[config.mk]
export PLATFORM = sky130hd
export DESIGN_NAME = bin_cnt_sample_feeder
export DESIGN_NICKNAME = d
export VERILOG_FILES = /design/src/rtl/bin_cnt_sample_feeder.sv
export SDC_FILE = /design/constraint.sdc
export NUM_CORES = 1
export LEC_CHECK = 0
export ABC_AREA = 0
export ABC_CLOCK_PERIOD_IN_PS = 2500
export BUFFER_PORTS_ARGS = -buffer_cell sky130_fd_sc_hd__buf_2
export CORE_ASPECT_RATIO = 1.4
export CORE_UTILIZATION = 45
export DETAILED_ROUTE_END_ITERATION = 10
export GPL_TIMING_DRIVEN = 0
export PLACE_DENSITY_LB_ADDON = 0.3
export SLEW_MARGIN = 15
export SYNTH_ARGS = -nofsm -noshare
export SYNTH_HDL_FRONTEND = slang
export SYNTH_SLANG_ARGS = --single-unit
[constraint.sdc]
create_clock -name clk -period 2.5 [get_ports clk]
set_input_delay 0.25 -clock clk [delete_from_list [all_inputs] [get_ports clk]]
set_output_delay 0.25 -clock clk [all_outputs]
set_load 0.1 [all_outputs]
[src/rtl/bin_cnt_sample_feeder.sv]
// Streams the bin counts of each stored sample to the classifier and captures
// one winner ID per sample, for a host-requested number of samples.
module bin_cnt_sample_feeder #(
   parameter int unsigned BIN_NUM   = 1024,
   parameter int unsigned SAMPLE_AW = 8
) (
   input  logic                                 clk,
   input  logic                                 rst_n,
   input  logic                                 start,
   input  logic [SAMPLE_AW:0]                   num_samples,
   output logic                                 busy,
   output logic                                 done,
   output logic                                 mem_rd_en,
   output logic [SAMPLE_AW+$clog2(BIN_NUM)-1:0] mem_addr,
   input  logic [19:0]                          mem_rdata,
   input  logic                                 request_new_sample,
   output logic                                 trans_start,
   output logic [19:0]                          bin_cnt,
   output logic                                 bin_valid,
   input  logic                                 infer_ready,
   input  logic [4:0]                           winner_ID,
   output logic                                 result_valid,
   output logic [4:0]                           result_ID,
   output logic [SAMPLE_AW-1:0]                 result_sample
);

   localparam int unsigned BIN_AW = $clog2(BIN_NUM);

   typedef enum logic [2:0] {
      IDLE,
      WAIT_REQ,
      FETCH,
      STREAM,
      WAIT_RESULT
   } state_t;

   state_t                state, state_nxt;
   logic [SAMPLE_AW:0]    num_lat;
   logic [SAMPLE_AW-1:0]  sample_idx;
   logic [BIN_AW-1:0]     bin_idx;
   logic [SAMPLE_AW:0]    idx_plus_one;
   logic                  rd_d1, first_d1, last_d1, last_pres;
   logic                  accept_start, zero_start, capture, last_sample;

   assign mem_addr     = {sample_idx, bin_idx};
   assign idx_plus_one = {1'b0, sample_idx} + {{SAMPLE_AW{1'b0}}, 1'b1};

   // State register
   always_ff @(posedge clk or negedge rst_n) begin
      if (!rst_n) state <= IDLE;
      else        state <= state_nxt;
   end

   // Next-state decode and per-cycle control strobes
   always_comb begin
      state_nxt    = state;
      accept_start = 1'b0;
      zero_start   = 1'b0;
      capture      = 1'b0;
      last_sample  = 1'b0;
      mem_rd_en    = 1'b0;
      case (state)
         IDLE: begin
            if (start) begin
               accept_start = 1'b1;
               if (num_samples == '0) zero_start = 1'b1;
               else                   state_nxt  = WAIT_REQ;
            end
         end
         WAIT_REQ: begin
            if (request_new_sample) state_nxt = FETCH;
         end
         FETCH: begin
            mem_rd_en = 1'b1;
            state_nxt = STREAM;
         end
         STREAM: begin
            // bin_idx wraps back to 0 after the last read; the state then
            // lingers until the final bin has left the read pipeline.
            mem_rd_en = (bin_idx != '0);
            if (last_pres) state_nxt = WAIT_RESULT;
         end
         WAIT_RESULT: begin
            if (infer_ready) begin
               capture = 1'b1;
               if (idx_plus_one == num_lat) begin
                  last_sample = 1'b1;
                  state_nxt   = IDLE;
               end else begin
                  state_nxt = WAIT_REQ;
               end
            end
         end
         default: state_nxt = IDLE;
      endcase
   end

   // Datapath: run bookkeeping, read pipeline and result capture
   always_ff @(posedge clk or negedge rst_n) begin
      if (!rst_n) begin
         busy          <= 1'b0;
         done          <= 1'b0;
         num_lat       <= '0;
         sample_idx    <= '0;
         bin_idx       <= '0;
         rd_d1         <= 1'b0;
         first_d1      <= 1'b0;
         last_d1       <= 1'b0;
         last_pres     <= 1'b0;
         bin_valid     <= 1'b0;
         trans_start   <= 1'b0;
         bin_cnt       <= '0;
         result_valid  <= 1'b0;
         result_ID     <= '0;
         result_sample <= '0;
      end else begin
         done         <= zero_start | last_sample;
         result_valid <= capture;
         if (accept_start) begin
            num_lat    <= num_samples;
            sample_idx <= '0;
            bin_idx    <= '0;
            busy       <= (num_samples != '0);
         end
         if (last_sample) busy <= 1'b0;
         if (capture) begin
            result_ID     <= winner_ID;
            result_sample <= sample_idx;
            sample_idx    <= sample_idx + {{(SAMPLE_AW-1){1'b0}}, 1'b1};
         end
         if (mem_rd_en) bin_idx <= bin_idx + {{(BIN_AW-1){1'b0}}, 1'b1};
         rd_d1       <= mem_rd_en;
         first_d1    <= (state == FETCH);
         last_d1     <= mem_rd_en && (bin_idx == BIN_AW'(BIN_NUM - 1));
         bin_valid   <= rd_d1;
         trans_start <= first_d1;
         last_pres   <= last_d1;
         if (rd_d1) bin_cnt <= mem_rdata;
      end
   end

endmodule

==> impl_results.md, run 1 <==
- R2R cell count: 7
- H-tree levels: 3
- Levels on crit path: 7
- Slew Limit Fails: 0
- DP HPWL: 5.025 mm
- Critical R2R Launch: sample_idx[0]$_DFFE_PN0P_
- Initial Util: 46.63%
- Pwr/cell area: 1174 nW/um2
- Max_slew headroom: 66.12%
- Worst Hold Class: in -> reg
- Setup TNS: 0 ns
- CP startpoint kind: flop
- DIE AREA: 7584 um2
- Yosys reg bits: 72
- Status: complete, no violations
- Crit end category: primary output
- Vias in the first global route: 2508
- Hold_sp: winner_ID[2]
- Final Setup Violations: 0
- Count of buffers from port buffering: 95
- Die Wd: 73.89 um
- Delay-heaviest family, CP: buffers and inverters
- Total Wirelength: 6.896 mm
- WP buf/inv: 4
- Antenna violations before repair: 0
- YS warnings: 0
- GRT Util Overall: 19.90%
- Gr ovfl total: 0
- Worst VDD drop: 0.001092 V
- Hold Crit Depth: 3
- Total Nets Final: 476
- DIE HEIGHT: 102.6 um
- Boundary pin count: 96
- R2r setup slk: 0.21 ns
- Sequential-to-total area share from yosys stat: 55.34%
- Post-synth EDFFs: 0
- Combinational Power Share: 50.0%
- Maximum number of pins on one net before global-route repair: 52
- Sw power: 2425 uW
- Share of layout cells above drive strength 1: 33.41%
- Post-route DRC violation count: 0
- Mapped Area: approximately 3300 um2
- Synthesized area per cell: 10.08 um2
- Critical path class: reg -> out
- Critical Path AT: 2.16 ns
- CTS buffer count: 9
- RSZ-0062 raised after global routing: false
- Core area: 6982 um2
- Hold Fails Final Rpt: 0
- Post-Synthesis Cells: 323
- Hold endpoint: result_ID[2]$_DFFE_PN0P_
- Syn Nets: between 300 and 400
- Min Tclk post-route: about 2.4 ns
- Yosys cell types: 45
- Clock latency on the worst-skew pair: between 0.3 and 0.4 ns
- Mean routed wirelength per cell: 12.96 um
- CTS sink count: 72
- Net Sw Frac: 50.51%
- Clock Skew: 0.006708 ns
- FF-to-FF End: done$_DFF_PN0_
- Main flop type after synthesis: dfrtp_1
- Max cap viols: 0
- GP Congestion: about 0.86
- Pint: 2375 uW
- Setup WS pre-CTS: 0.2450 ns
- Clock power frac: 15.6%
- Crit share post-route: between 90% and 100%
- N_diodes: 0
- Via density: 5.100
- Pre-antenna DRT Iters: 4
- Post-route ant nets: 0
- DRT iter0 DRCs: roughly 100
- First-pass GRT wire length: approximately 11 mm
- CTS clk-pin slew, worst paths: 0.07 ns
- Register share of total power: 34.3%
- Clock root cell: clkbuf_8
- CP max stage cell: or4b_1
- CP required: 2.25 ns
- Worst-margin pin slew: 0.5082 ns
- Worst path cell trace: inv_1, ha_1, or4b_1, o41ai_2, buf_4, inv_2, buf_12
- FMAX: roughly 420 MHz
- Final setup margin: about 0.090 ns
- Via count: 2713
- Finished Core Util: between 50% and 60%
- Clock Path Buffers: 2
- Max stage delay on crit path: approximately 0.45 ns
- Area growth syn-to-layout: 25.56%
- Leak: 0.002134 uW
- Rows: 36
- CP Max Fanout: 6
- Ys async rst share: 100.0%
- CTS tree: built
- Setup crit start: bin_idx[1]$_DFFE_PN0P_
kinds of logic (layout without fill, tap and decap cells):
| kind of cell | Yosys count | count (layout) | share of synthesized area, % |
|---|---|---|---|
| AO/OA/AOI/OAI | 50 | 50 | 9.954 |
| buffers and inverters | 20 | 134 | 2.536 |
| XOR/XNOR | 10 | 10 | 2.690 |
| AND/OR/NAND/NOR | 147 | 147 | 21.10 |
| multiplexers | 21 | 21 | 7.225 |
| adder cells (fa/ha/maj) | 3 | 3 | 1.153 |
| flip-flops | 72 | 72 | 55.34 |
power groups by stage:
| stage | clock network (uW) | logic (uW) | registers (uW) |
|---|---|---|---|
| after floorplan | 0 | 653 | 2940 |
| after global placement | 0 | 2290 | 1680 |
| after detailed placement | 0 | 2320 | 1690 |
| after CTS | 778 | 2410 | 1650 |
| after global routing | 826 | 2530 | 1690 |
| final | 750 | 2400 | 1650 |
cells in the mapped netlist, types with 2 or more instances:
| library cell | n | area (um2) |
|---|---|---|
| a22o_1 | 2 | 17.52 |
| and2_1 | 3 | 18.77 |
| nand4_1 | 5 | 31.28 |
| buf_2 | 3 | 15.01 |
| nand3_1 | 12 | 60.06 |
| nor3_1 | 4 | 20.02 |
| and3_1 | 7 | 43.79 |
| and4_1 | 2 | 17.52 |
| nor2b_1 | 4 | 25.02 |
| o41ai_1 | 2 | 17.52 |
| o31ai_1 | 6 | 45.04 |
| o21ai_0 | 23 | 115.1 |
| nor3b_1 | 2 | 15.01 |
| mux2_2 | 20 | 225.2 |
| dfrtp_1 | 72 | 1802 |
| nor2_1 | 16 | 60.06 |
| xnor2_1 | 5 | 43.79 |
| xor2_1 | 5 | 43.79 |
| or4b_1 | 2 | 20.02 |
| nand2_1 | 79 | 296.5 |
| nor4_1 | 2 | 12.51 |
| a21oi_1 | 7 | 35.03 |
| clkbuf_1 | 11 | 41.29 |
| inv_1 | 3 | 11.26 |
| a31oi_1 | 2 | 12.51 |
| nand2b_1 | 2 | 12.51 |
| nand3b_1 | 2 | 15.01 |
| ha_1 | 3 | 37.54 |
cell usage in the layout (no fill, tap or decap), drive strengths merged, types with 2 or more instances in the layout:
cell type  Yosys  routed
a21oi          8       8
nand2b         2       2
and2           4       4
o41ai          3       3
a22o           2       2
and4           2       2
or4b           2       2
xnor2          5       5
buf            5     104
mux2          20      20
o21ai         23      23
nand3         12      12
o31ai          6       6
nor2b          4       4
ha             3       3
clkbuf        11      24
a31oi          2       2
nor4           2       2
nor2          16      16
inv            4       4
nand3b         2       2
nor3b          2       2
nand2         79      79
dfrtp         72      72
and3           7       7
xor2           5       5
nor3           4       4
nand4          5       5
sequential cells by signal, summed over array words and instances (netlist names):
name / cells
done: 1
first_d1: 1
num_lat: 9
last_d1: 1
result_ID: 5
bin_idx: 10
bin_cnt: 20
result_valid: 1
rd_d1: 1
last_pres: 1
busy: 1
bin_valid: 1
sample_idx: 8
result_sample: 8
state: 3
trans_start: 1
through the flow:
step	cells	power (uW)	area, um2	hold slack [ns]
6_report	532	4800	4088	0.1000
5_1_grt	532	5045	4088	0.09845
4_1_cts	532	4838	4088	0.08612
3_3_place_gp	513	3971	3856	0.3352
3_5_place_dp	514	4014	3886	0.1646
2_1_floorplan	323	3596	3262	-0.04559
routing by layer:
metal,share of wire [%],up-vias,track usage [%],wire (um)
met5,0,-,0,0
li1,-,1343,-,-
met1,42,1273,24.03,2918
met3,4.7,14,4.790,321
met4,2.5,0,11.24,170
met2,51,83,32.39,3485
worst reg2reg max path, delay by kind of cell, from the launching register on:
family,cells,cell delay [ns]
AO/OA/AOI/OAI,3,0.80
AND/OR/NAND/NOR,2,0.49
flip-flops,1,0.48
adder cells (fa/ha/maj),1,0.22
buffers and inverters,1,0.18
worst max-delay path by stage:
stage	slack [ns]	to
finish	0.09	mem_rd_en
global route	0.0008	mem_rd_en
CTS	0.02	mem_rd_en
detailed placement	0.25	mem_rd_en
global placement	0.28	mem_rd_en
floorplan	-0.01	bin_idx[6]$_DFFE_PN0P_
what timing repair did:
item | in CTS | in global routing
hold buffers | 1 | 0
setup buffers | 3 | 0
endpoints found under the hold margin | 21 | 0
pin swaps | 1 | 1
resized for setup | 4 | 0
setup endpoints to repair | 1 | 1
layout make-up:
| class | count | area [um2] |
|---|---|---|
| fillers | 638 | 2894 |
| clock buffers | 13 | 148.9 |
| multi-input cells | 231 | 1371 |
| plain buffers | 16 | 67.56 |
| repair buffers | 100 | 553.0 |
| well taps | 95 | 118.9 |
| clock inverters | 1 | 5.005 |
| inverters | 4 | 15.01 |
| flip-flops and latches | 72 | 1808 |
(Power assumes the default switching activity.)
==> run 2, diff against run 1 <==
- CORE_UTILIZATION: 45 -> 48
==> run 2 against run 1 <==
Net effect:
- critical path depth unchanged
- sequential cell count unchanged
- via count about the same
- first-iteration DRC count increased by 52%
- combinational power increased by 2%
- fmax decreased by 0.76%
- setup slack got worse by 0.019 ns
- power increased by 4.3%
- sequential share of layout area decreased by 0.52 points
- routed wire length decreased by 1.0%
- largest power group unchanged
==> impl_results.md, run 2 (synthesis gave the netlist of run 1 again) <==
- Final setup margin: 0.07196 ns (-0.01854 ns)
- Clock root cell: clkbuf_8
- Area growth syn-to-layout: 27.06%
- Sequential cell area: 1808 um2 (unchanged)
- First-pass GRT wire length: 11.36 mm (+0.80%)
- CP required: 2.25 ns (about the same)
- Leak: 0.002154 uW (+0.93%)
- CTS buffer count: 9 (unchanged)
- Maximum number of pins on one net before global-route repair: 51 (-1.9%)
- RSZ-0062 raised after global routing: false
- Clock Skew: 0.007030 ns (+0.0003225 ns)
- Pre-antenna DRT Iters: 4 (unchanged)
- Via count: 2711 (-0.074%)
- CTS tree: built
- CTS clk-pin slew, worst paths: 0.08 ns (about the same)
- Critical path class: reg -> out
- Max reg flops: 20 (unchanged)
- Post-route ant nets: 0 (unchanged)
- Vias in the first global route: 2465 (-1.7%)
- DRT iter0 DRCs: 155 (+52%)
- Share of layout cells above drive strength 1: 34.69% (+1.3 points)
- Final Setup Violations: 0 (unchanged)
- Total Wirelength: 6.827 mm (-1.0%)
- Commonest non-fill, non-tap cells in the layout: buf_2, nand2_1, dfrtp_1
- Clock Path Buffers: 2 (unchanged)
- Min Tclk post-route: 2.428 ns (+0.01854 ns)
- Rows: 35 (-2.8%)
- Core area: 6569 um2 (-5.9%)
- Fillers: 574 (-10%)
- GRT Util Overall: 20.50% (+0.60 points)
- Max cap viols: 0 (unchanged)
- Setup WS pre-CTS: 0.2209 ns (-0.02406 ns)
- Mean routed wirelength per cell: 13.26 um (+2.3%)
- Via density: 5.264 (+3.2%)
- Count of buffers from port buffering: 95 (unchanged)
- Initial Util: 49.56% (+2.9 points)
- Biggest register: bin_cnt
- DP HPWL: 4.831 mm (-3.9%)
- Dpl cells: 493 (-4.1%)
- Die Wd: 71.61 um (-3.1%)
- Critical Path AT: 2.18 ns (+0.02 ns)
- Hold Fails Final Rpt: 0 (unchanged)
- Pwr/cell area: 1211 nW/um2 (+3.1%)
- Final Total Pwr: 5008 uW (+4.3%)
- Worst VDD drop: 0.001125 V (+3.0%)
- Total Nets Final: 478 (+0.42%)
- Worst-margin pin slew: 0.5185 ns (+0.01032 ns)
- Gr ovfl total: 0 (unchanged)
- Area of the multi-input gates: 1386 um2 (+1.1%)
- Antenna violations before repair: 0 (unchanged)
- Boundary pin count: 96 (unchanged)
- Crit share post-route: 97.12% (+0.74 points)
- H-tree levels: 3 (unchanged)
- Worst Hold Class: in -> reg
- Status: complete, no violations
- Commonest non-fill, non-tap cell in the layout: buf_2
- CTS sink count: 72 (unchanged)
- Max_slew headroom: 65.43% (-0.69 points)
- Post-route DRC violation count: 0 (unchanged)
- CP startpoint kind: flop
- Post-route insts no fill: 515 (-3.2%)
- CP Max Fanout: 6 (unchanged)
- R2r setup slk: 0.18 ns (-0.03 ns)
- DIE HEIGHT: 99.45 um (-3.1%)
- Clock latency on the worst-skew pair: 0.34 ns (about the same)
- Slew Limit Fails: 0 (unchanged)
- GP Congestion: 0.7974 (-6.9%)
- Crit end category: primary output
- FMAX: 411.9 MHz (-0.76%)
- Biggest regs: bin_cnt: 20 flops, bin_idx: 10 flops, num_lat: 9 flops
- DIE AREA: 7121 um2 (-6.1%)
- N_diodes: 0 (unchanged)
==> run 2: per-layer routing <==
layer	vias up	global-route usage, %	wire, um
li1	1341	-	-
met1	1281	26.26	3024
met2	82	33.31	3416
met3	7	5.775	317
met4	0	7.089	69
met5	-	0	0
==> run 2: critical path, cell delays in order (launching register included) <==
cell,delay (ns)
dfrtp_2,0.41
inv_1,0.09
ha_1,0.16
or4b_4,0.47
o41ai_4,0.31
buf_4,0.18
inv_4,0.06
buf_12,0.16
==> run 2: worst paths after layout <==
path / start / to / depth (start not counted)
max: bin_idx[1]$_DFFE_PN0P_ / mem_rd_en / 7
min: winner_ID[3] / result_ID[3]$_DFFE_PN0P_ / 3
max reg2reg: sample_idx[0]$_DFFE_PN0P_ / done$_DFF_PN0_ / 7
min reg2reg: first_d1$_DFF_PN0_ / trans_start$_DFF_PN0_ / 0
max in group asynchronous: rst_n / bin_idx[0]$_DFFE_PN0P_ / 3
min in group asynchronous: rst_n / result_valid$_DFF_PN0_ / 2
==> run 2: per-stage QoR <==
stage	cell area [um2]	setup TNS (ns)	util, %	hold WS [ns]
3_3_place_gp	3830	0	58.30	0.3343
2_1_floorplan	3262	-0.01157	-	-0.04559
5_1_grt	4136	0	62.97	0.08301
6_report	4136	0	62.97	0.09015
3_5_place_dp	3860	0	58.76	0.1687
4_1_cts	4076	0	62.06	0.07651
==> run 2: report_power, final <==
part	total (uW)	internal, uW	switching, uW
clock	902	464	438
combinational	2450	593	1860
sequential	1650	1440	218
==> run 2: area by class of cell <==
type / count / share of cell area (%)
inverters: 4 / 0.4235
well taps: 74 / 2.238
flip-flops and latches: 72 / 43.71
repair buffers: 102 / 13.73
plain buffers: 16 / 1.633
multi-input cells: 231 / 33.51
clock inverters: 6 / 1.664
clock buffers: 10 / 3.085
==> run 2: repair_timing <==
item,4_1_cts,5_1_grt
buffers inserted,1,4
gates resized for setup,1,6
setup endpoints to repair,1,1
pin swaps,0,1
hold endpoints to repair,22,0
hold buffers,1,0
gates cloned,0,0
==> run 3, diff against run 2 <==
- BUFFER_PORTS_ARGS: -buffer_cell sky130_fd_sc_hd__buf_2 -> -buffer_cell sky130_fd_sc_hd__buf_4
==> run 3 against run 2 <==
Net effect:
- routed wire length is 6.5% higher
- final cell count decreased by 0.39%
- combinational power is 5% higher
- critical path type unchanged
==> impl_results.md, run 3 (synthesis gave the netlist of run 1 again) <==
- Post-route insts no fill: 513 (-0.39%)
- Core area: 6569 um2 (unchanged)
- DIE AREA: 7121 um2 (unchanged)
- FF-to-FF End: done$_DFF_PN0_
- Die Wd: 71.61 um (unchanged)
- Count of buffers from port buffering: 95 (unchanged)
- DRT iter0 DRCs: 154 (-0.65%)
- Gr ovfl total: 0 (unchanged)
- Biggest regs: bin_cnt: 20 flops, bin_idx: 10 flops, num_lat: 9 flops
- FMAX: 406.5 MHz (-1.3%)
- First-pass GRT wire length: 11.62 mm (+2.2%)
- Via count: 2714 (+0.11%)
- Final setup margin: 0.03974 ns (-0.03222 ns)
- Post-route DRC violation count: 0 (unchanged)
- Status: complete, no violations
- Initial Util: 49.56% (unchanged)
- Levels on crit path: 7 (unchanged)
- Crit share post-route: 98.41% (+1.3 points)
- Placed Area: 4068 um2 (+5.4%)
- Vias in the first global route: 2509 (+1.8%)
- Pre-antenna DRT Iters: 4 (unchanged)
- Hold Buf Count CTS: 0 (-1)
- Crit end category: primary output
- Slew Limit Fails: 0 (unchanged)
- Clock latency on the worst-skew pair: 0.34 ns (about the same)
- Rows: 35 (unchanged)
- Min Hold Slack: 0.009151 ns (-0.08100 ns)
- CP required: 2.25 ns (about the same)
- Worst path cell trace: inv_2, ha_1, or4b_4, o41ai_4, buf_4, inv_2, buf_12
- Hold Fails Final Rpt: 0 (unchanged)
- Dpl cells: 492 (-0.20%)
- Worst Hold Class: in -> async
- Max cap viols: 0 (unchanged)
- Via density: 5.290 (+0.50%)
- Max_slew headroom: 41.81% (-24 points)
- Setup WS pre-CTS: 0.2524 ns (+0.03145 ns)
- Area growth syn-to-layout: 33.70%
- GRT Util Overall: 21.24% (+0.74 points)
- Share of layout cells above drive strength 1: 34.85% (+0.16 points)
- Clock root cell: clkbuf_8
- Post-route ant nets: 0 (unchanged)
- Max stage delay on crit path: 0.47 ns (about the same)
- CTS clk-pin slew, worst paths: 0.08 ns (about the same)
- DIE HEIGHT: 99.45 um (unchanged)
- Total Nets Final: 476 (-0.42%)
- R2R cell count: 7 (unchanged)
- Most frequent CP cell: inv_2
- Clock Skew: 0.009960 ns (+0.002929 ns)
- WP buf/inv: 4 (unchanged)
- H-tree levels: 3 (unchanged)
- Commonest non-fill, non-tap cell in the layout: buf_4
- Met2 GRT Util: 34.03% (+0.73 points)
- Biggest register: bin_cnt
- Global routing usage on met1: 27.02% (+0.76 points)
- Critical Path AT: 2.21 ns (+0.03 ns)
- Boundary pin count: 96 (unchanged)
- CTS tree: built
- Worst VDD drop: 0.001272 V (+13%)
- Clock Path Buffers: 2 (unchanged)
- Max reg flops: 20 (unchanged)
- GP Congestion: 0.8035 (+0.76%)
- Setup TNS: 0 ns (unchanged)
- Pwr/cell area: 1207 nW/um2 (-0.28%)
- Antenna violations before repair: 0 (unchanged)
- GR peak layer: met2
- Critical R2R Launch: sample_idx[0]$_DFFE_PN0P_
- CTS sink count: 72 (unchanged)
- CP startpoint kind: flop
- Critical path class: reg -> out
- CP max stage cell: or4b_4
- Cell area after layout: 4353 um2 (+5.2%)
- R2r setup slk: 0.23 ns (+0.05 ns)
- Total Wirelength: 7.269 mm (+6.5%)
- Commonest non-fill, non-tap cells in the layout: buf_4, nand2_1, dfrtp_1
- CP Max Fanout: 6 (unchanged)
- Final Setup Violations: 0 (unchanged)
- Mean routed wirelength per cell: 14.17 um (+6.9%)
- Delay-heaviest family, CP: buffers and inverters
- CTS buffer count: 9 (unchanged)
- Worst-margin pin slew: 0.8728 ns (+0.3543 ns)
- DP HPWL: 5.004 mm (+3.6%)
- Maximum number of pins on one net before global-route repair: 73 (+43%)
- Min Tclk post-route: 2.460 ns (+0.03222 ns)
- Routing usage on met3: 3.850% (-1.9 points)
- N_diodes: 0 (unchanged)
- Leak: 0.002206 uW (+2.4%)
- Fillers: 540 (-5.9%)
==> run 3: cell count changes in the layout (fill, tap and decap cells not counted), sizes merged <==
cell         change
dlygate4sd3      -1
clkinv           +1
clkinvlp         -2
buf              -1
bufinv           +1
==> run 3: cell type report <==
class	count	area [um2]	area share, %
buffer	16	67.56	1.552
clock buffer	10	127.6	2.932
clock inverter	6	92.59	2.127
inverter	4	15.01	0.3449
multi-input combinational	231	1386	31.85
sequential	72	1808	41.53
tap	74	92.59	2.127
timing repair buffer	100	763.2	17.53
==> run 3: metal layers <==
metal	wire length [um]	part of all wire, %
met5	0	0
met4	216	3.0
met3	348	4.8
met2	3595	49
met1	3109	43
==> run 3: per-stage QoR <==
| stage | total power (uW) | utilization [%] |
|---|---|---|
| global route | 5493 | 66.27 |
| finish | 5256 | 66.27 |
| detailed placement | 4149 | 61.92 |
| CTS | 5185 | 65.39 |
| floorplan | 3596 | - |
| global placement | 4102 | 61.92 |
==> run 3: repair_timing <==
action | CTS | global route
resized for setup | 0 | 6
setup endpoints to repair | 1 | 1
buffers inserted | 1 | 4
pin swaps | 0 | 1
gates cloned | 0 | 0
==> run 3: worst max-delay path by stage <==
| stage | slack (ns) | start | endpoint |
|---|---|---|---|
| floorplan | -0.01 | bin_idx[9]$_DFFE_PN0P_ | bin_idx[6]$_DFFE_PN0P_ |
| global placement | 0.30 | sample_idx[0]$_DFFE_PN0P_ | done$_DFF_PN0_ |
| detailed placement | 0.25 | sample_idx[0]$_DFFE_PN0P_ | done$_DFF_PN0_ |
| CTS | 0.003 | bin_idx[1]$_DFFE_PN0P_ | mem_rd_en |
| global route | -0.02 | bin_idx[1]$_DFFE_PN0P_ | mem_rd_en |
| finish | 0.04 | bin_idx[1]$_DFFE_PN0P_ | mem_rd_en |
==> run 3: report_power, final <==
part	leakage, uW	switching, uW	internal [uW]
combinational	0.00120	1860	705
sequential	0.000908	231	1440
clock	0.000103	453	567
total	0.00221	2550	2710
